==> config.mk <==
export PLATFORM = sky130hd
export DESIGN_NAME = mat_load_ctrl
export DESIGN_NICKNAME = d
export VERILOG_FILES = /design/src/rtl/matrix_pkg.sv /design/src/rtl/mat_idx_ctr.sv /design/src/rtl/mat_load_ctrl.sv
export SDC_FILE = /design/constraint.sdc
export NUM_CORES = 1
export LEC_CHECK = 0
export ABC_AREA = 1
export CORE_ASPECT_RATIO = 0.75
export CORE_MARGIN = 10
export CORE_UTILIZATION = 50
export CTS_CLUSTER_SIZE = 30
export DETAILED_ROUTE_END_ITERATION = 16
export MAX_ROUTING_LAYER = met4
export PLACE_DENSITY_LB_ADDON = 0.3
export SETUP_SLACK_MARGIN = 0.5
export SLEW_MARGIN = 25
export SYNTH_ARGS = -nofsm -noshare
export SYNTH_HDL_FRONTEND = slang
export SYNTH_SLANG_ARGS = --single-unit
==> constraint.sdc <==
create_clock -name clk -period 22.1 [get_ports clk]
set_clock_uncertainty 0.15 [all_clocks]
set_input_delay 2.21 -clock clk [delete_from_list [all_inputs] [get_ports clk]]
set_output_delay 2.21 -clock clk [all_outputs]
set_load 0.02 [all_outputs]
==> src/rtl/matrix_pkg.sv <==
// Shared matrix geometry and load/stream FSM encoding.
// Used by mat_load_ctrl and by the mult_M datapath.
package matrix_pkg;

  localparam int N      = 5;
  localparam int ELEM_W = 8;
  localparam int NELEM  = N * N;
  localparam int MAT_W  = NELEM * ELEM_W;

  typedef enum logic [1:0] {
    LOAD_A  = 2'd0,
    LOAD_B  = 2'd1,
    CAPTURE = 2'd2,
    STREAM  = 2'd3
  } state_t;

endpackage

==> src/rtl/mat_idx_ctr.sv <==
// Element index counter shared by the load and stream paths.
// clear wins over inc; wrap flags the last element.
module mat_idx_ctr #(
  parameter int NELEM = 25,
  parameter int IW    = $clog2(NELEM)
) (
  input  logic          clk,
  input  logic          rst,
  input  logic          inc,
  input  logic          clear,
  output logic [IW-1:0] idx,
  output logic          wrap
);

  always_ff @(posedge clk or posedge rst) begin
    if (rst)
      idx <= '0;
    else if (clear)
      idx <= '0;
    else if (inc)
      idx <= idx + 1'b1;
  end

  assign wrap = (idx == IW'(NELEM - 1));

endmodule

==> src/rtl/mat_load_ctrl.sv <==
// Operand loader and result streamer around an external mult_M.
// Loads A then B, captures the product, streams it element-wise.
module mat_load_ctrl
  import matrix_pkg::*;
#(
  parameter int N      = matrix_pkg::N,
  parameter int ELEM_W = matrix_pkg::ELEM_W
) (
  input  logic                  clk,
  input  logic                  rst,
  input  logic                  abort,
  input  logic [ELEM_W-1:0]     in_data,
  input  logic                  in_valid,
  output logic                  in_ready,
  output logic [N*N*ELEM_W-1:0] lin,
  output logic [N*N*ELEM_W-1:0] col,
  input  logic [N*N*ELEM_W-1:0] n_out,
  input  logic                  ovf,
  output logic [ELEM_W-1:0]     out_data,
  output logic                  out_valid,
  input  logic                  out_ready,
  output logic                  out_ovf,
  output logic                  busy
);

  localparam int NE = N * N;
  localparam int MW = NE * ELEM_W;
  localparam int IW = $clog2(NE);

  state_t          state;
  state_t          nxt;
  logic [IW-1:0]   idx;
  logic            wrap;
  logic            inc;
  logic            clr;
  logic            wr_a;
  logic            wr_b;
  logic            cap;
  logic [MW-1:0]   result;

  mat_idx_ctr #(.NELEM(NE), .IW(IW)) u_ctr (
    .clk   (clk),
    .rst   (rst),
    .inc   (inc),
    .clear (clr),
    .idx   (idx),
    .wrap  (wrap)
  );

  always_ff @(posedge clk or posedge rst) begin
    if (rst)
      state <= LOAD_A;
    else
      state <= nxt;
  end

  always_comb begin
    nxt       = state;
    in_ready  = 1'b0;
    out_valid = 1'b0;
    inc       = 1'b0;
    clr       = 1'b0;
    wr_a      = 1'b0;
    wr_b      = 1'b0;
    cap       = 1'b0;
    unique case (state)
      LOAD_A: begin
        in_ready = 1'b1;
        if (in_valid) begin
          wr_a = 1'b1;
          if (wrap) begin
            clr = 1'b1;
            nxt = LOAD_B;
          end else begin
            inc = 1'b1;
          end
        end
      end
      LOAD_B: begin
        in_ready = 1'b1;
        if (in_valid) begin
          wr_b = 1'b1;
          if (wrap) begin
            clr = 1'b1;
            nxt = CAPTURE;
          end else begin
            inc = 1'b1;
          end
        end
      end
      CAPTURE: begin
        cap = 1'b1;
        nxt = STREAM;
      end
      STREAM: begin
        out_valid = 1'b1;
        if (out_ready) begin
          if (wrap) begin
            clr = 1'b1;
            nxt = LOAD_A;
          end else begin
            inc = 1'b1;
          end
        end
      end
      default: nxt = LOAD_A;
    endcase
    // Abort abandons the transaction but keeps every data register.
    if (abort) begin
      nxt  = LOAD_A;
      clr  = 1'b1;
      inc  = 1'b0;
      wr_a = 1'b0;
      wr_b = 1'b0;
      cap  = 1'b0;
    end
  end

  always_ff @(posedge clk or posedge rst) begin
    if (rst) begin
      lin     <= '0;
      col     <= '0;
      result  <= '0;
      out_ovf <= 1'b0;
    end else begin
      if (wr_a)
        lin[MW-1-int'(idx)*ELEM_W -: ELEM_W] <= in_data;
      if (wr_b)
        col[MW-1-int'(idx)*ELEM_W -: ELEM_W] <= in_data;
      if (cap) begin
        result  <= n_out;
        out_ovf <= ovf;
      end
    end
  end

  assign out_data = result[MW-1-int'(idx)*ELEM_W -: ELEM_W];
  assign busy     = !(state == LOAD_A && idx == '0);

endmodule
==> summary.md <==
The flow ran to the end, and the final reports show no timing, DRC or antenna violations. The synthesized design contains 608 register bits. The maximum number of pins on one net before global-route repair is 144, and the area of the die is 0.0600 mm2.

After the first detailed-routing iteration, the DRC count stood at 2828. The synthesized netlist occupies a cell area of 0.0252 mm2. The combined area of the multi-input logic cells was 0.00888 mm2; the width of the die was 279 um.

The count of pins over their slew limit came out at 0. The largest driver fanout on the critical path was 65; the number of warnings issued by yosys was 0. The later pin in the worst-skew pair is clocked with a latency of 0.62 ns. After Yosys synthesis, and, or, nand and nor cells account for 27.0% of the synthesized area.

Combinational family with the most area after synthesis: simple AND/OR/NAND/NOR gates. The longest clock path from root to sink contains 3 buffers. The critical path in this run is classified as flop to primary output. Category of the worst setup path launch point: a flop. For the number of hold buffers added after CTS, the log shows 0.

The detailed-route wire length per cell works out to 24.9 um. The via count of the first global-routing pass came out at 23000. For this run, the total global-route usage over all layers was measured as 34.1%. The first TritonRoute pass finished after 6 iterations.

The max capacitance violation total is 0. The first global-routing pass estimated 152000 um of wire. The area used by sequential logic in the layout was 0.0152 mm2. The fraction of the mapped netlist area in compound gates came out at 7.62%.

In this run the number of H-tree levels came out at 2. The worst hold path stage count was 2. Once routing completed, OpenROAD measured the worst setup slack at 13.95 ns. For this run, the slowest stage of the critical path takes 0.88 ns. Timing analysis after detailed placement gives a worst setup slack of 14.59 ns. The number of cell instances on the worst register-to-register path was 10.

Class of the most critical hold timing path: flop to flop. After technology mapping, the gate count stands at 2901. From synthesis to final layout, the design area changed by 33.7%. Buffers inserted during clock tree synthesis total 56. The tree is rooted in a clkbuf_16.

The number of nets handed over by synthesis was 3122. Once the clock tree was built, the resizer swapped 0 gates to a different size. The logs give 102000 um for the total wire length after detailed routing and 0 for the remaining antenna violation count.

The slowest stage of the critical path is the nand3_2 cell. The share of synthesized area occupied by flip-flops and latches is 60.3%, and the arithmetic-cell share of the synthesized area counting full adders, half adders and majority gates is 0.347%. For this design, the sink count on the clock tree is 608. STA classifies the critical path endpoint as a primary output. The final hold violation count came out at 0. Fraction of final layout cells sized beyond drive strength 1: 4.54%. The core region is 0.0500 mm2. The post-CTS setup-driven buffer insertion count is 0, and the via count normalized by instance count is 5.75. Based on the critical path, the design can be clocked at up to 123 MHz. The final critical delay including setup and external delays came out at 8.15 ns.

The netlist uses 27 different library cells. Of the available clock period, the critical path in the final layout requires 36.9%. On the critical path the largest part of the delay comes from buffers and inverters.

The post-detailed-route DRC marker count was 0. Across the VDD grid, the largest voltage drop is 0.0923 mV. The count of input and output buffers was 625; the HPWL after detailed placement was 71600 um.

Setup repair after global routing left no endpoint under its margin. The share of synthesized area spent on multiplexers works out to 0%. For the leakage power, the log shows 15.7 nW. The number of buffers and inverters on the critical path is 6. The signal on the critical path passes through buf_4 > clkinv_2 > buf_4 > buf_16 > ha_2 > buf_4 > nand3_2 > nor2_1 > nor2_1 > nand3_1 > nand3_1 > nand2_1 > nand2_1 > nand2_1 > clkdlybuf4s50_1. Headroom to the max-slew limit came out at 29.1%. Data on the critical path is required at its endpoint by 19.74 ns. At the end of routability-driven placement, the weighted congestion stood at 0.967. The path length in cells of the critical path works out to 15. Detailed routing inserted a total of 23600 vias.

The initial core utilization was 50.5%; the transition time at the pin with the least slew margin was 1.06 ns. Clock-pin slew was measured on the worst setup and hold paths at 0.06 ns. Setup violations remaining at the end of the flow were counted as 0. The total power per unit cell area was 124 mW/mm2. Fill cells in the final layout number 3891. 626 I/O pins were placed. Of the total synthesized cell area, the portion taken by XOR and XNOR cells is 0.109%. Final net count: 3613. The run gives 5.79 ns as the signal arrival time at the worst endpoint. The average instance in the mapped netlist occupies 8.70 um2.

The final setup TNS is 0 ns, and the initial antenna violation count is 5. TritonCTS built the clock tree. The floorplan has 71 rows. Total global routing overflow: 0. Die height: 215 um.
worst min-delay path: cells and delay by family (launching register included):
| family | cells | cell delay, ns |
|---|---|---|
| AND/OR/NAND/NOR | 2 | 0.10 |
| flip-flops | 1 | 0.34 |
stage by stage:
stage / area (um2) / hold WS, ns / util (%) / instances / total power, mW
after floorplan: 25200 / 0.299 / - / 2901 / 2.40
after global placement: 31700 / 0.306 / 63.3 / 3989 / 3.08
after detailed placement: 31700 / 0.313 / 63.3 / 3989 / 3.10
after CTS: 33700 / 0.329 / 67.3 / 4090 / 4.15
after global routing: 33700 / 0.347 / 67.4 / 4097 / 4.37
final: 33700 / 0.323 / 67.4 / 4098 / 4.17
per-layer routing:
metal	part of all wire, %	global-route usage [%]
met5	0	-
met4	5.2	15.1
met3	10	9.50
met2	45	50.8
met1	40	43.1
power breakdown:
group | total (mW) | internal (mW) | switching, mW
Clock | 1.05 | 0.608 | 0.441
Combinational | 1.50 | 0.540 | 0.956
Sequential | 1.63 | 1.42 | 0.213
Total | 4.17 | 2.56 | 1.61
flip-flops by register name, summed over array words and instances (netlist names):
name / flops
col: 200
lin: 200
out_ovf: 1
result: 200
state: 2
u_ctr.idx: 5
synth_stat cells:
| cell type | instances | area share (%) |
|---|---|---|
| buf_2 | 17 | 0.34 |
| buf_1 | 12 | 0.18 |
| nand2_4 | 1 | 0.045 |
| ha_1 | 7 | 0.35 |
| buf_6 | 4 | 0.18 |
| nor3_4 | 1 | 0.064 |
| xor2_4 | 1 | 0.11 |
| nor3_2 | 4 | 0.16 |
| o21ai_0 | 373 | 7.4 |
| buf_4 | 1 | 0.030 |
| nand3_2 | 1 | 0.040 |
| clkbuf_1 | 182 | 2.7 |
| nor2_2 | 1 | 0.025 |
| inv_2 | 6 | 0.089 |
| nand4_1 | 212 | 5.3 |
| nor2_1 | 125 | 1.9 |
| nand3_4 | 4 | 0.28 |
| nor3_1 | 2 | 0.040 |
| a21oi_1 | 5 | 0.099 |
| a21boi_0 | 1 | 0.030 |
| dfrtp_1 | 608 | 60 |
| nand2_2 | 2 | 0.050 |
| nand2_1 | 1130 | 17 |
| clkinv_1 | 1 | 0.015 |
| nand3_1 | 118 | 2.3 |
| o21ai_1 | 5 | 0.099 |
| inv_1 | 77 | 1.1 |
cell type report:
| class | instances | share of cell area, % |
|---|---|---|
| clock buffer | 80 | 4.96 |
| timing repair buffer | 649 | 19.2 |
| clock inverter | 21 | 0.909 |
| antenna | 6 | 0.0445 |
| tap | 657 | 2.44 |
| inverter | 84 | 0.979 |
| multi-input combinational | 1993 | 26.3 |
| sequential | 608 | 45.1 |
cell families (layout without fill, tap and decap cells):
kind of cell	count (synthesis)	count (layout)
AO/OA/AOI/OAI	384	384
XOR/XNOR	1	1
adder cells (fa/ha/maj)	7	7
buffers and inverters	300	834
flip-flops	608	608
other	0	6
AND/OR/NAND/NOR	1601	1601
cell usage in the layout (no fill, tap or decap), types with 2 or more instances in the layout:
master / instances
clkdlybuf4s50_1: 625
o21ai_1: 5
diode_2: 6
buf_6: 2
clkbuf_8: 14
o21ai_0: 373
clkbuf_16: 58
nand4_1: 212
a21oi_1: 5
inv_1: 66
clkinv_2: 10
nand3_2: 2
bufinv_16: 7
clkinvlp_4: 3
inv_6: 3
nand2_4: 3
nand3_1: 117
nand2_1: 1129
buf_4: 20
buf_16: 2
nor3_4: 2
nor2_1: 125
clkbuf_1: 8
nor3_2: 5
inv_2: 14
nand3_4: 4
ha_1: 6
dfrtp_1: 607
final timing paths:
path | start | end | slack (ns)
max | u_ctr.idx[0]$_DFFE_PP0P_ | out_data[7] | 13.95
min | col[21]$_DFFE_PP0P_ | col[21]$_DFFE_PP0P_ | 0.32
max reg2reg | u_ctr.idx[0]$_DFFE_PP0P_ | lin[56]$_DFFE_PP0P_ | 16.54
min reg2reg | col[21]$_DFFE_PP0P_ | col[21]$_DFFE_PP0P_ | 0.32
max in group asynchronous | rst | lin[25]$_DFFE_PP0P_ | 17.41
min in group asynchronous | rst | result[127]$_DFFE_PP0P_ | 1.83
(Power assumes the default switching activity.)
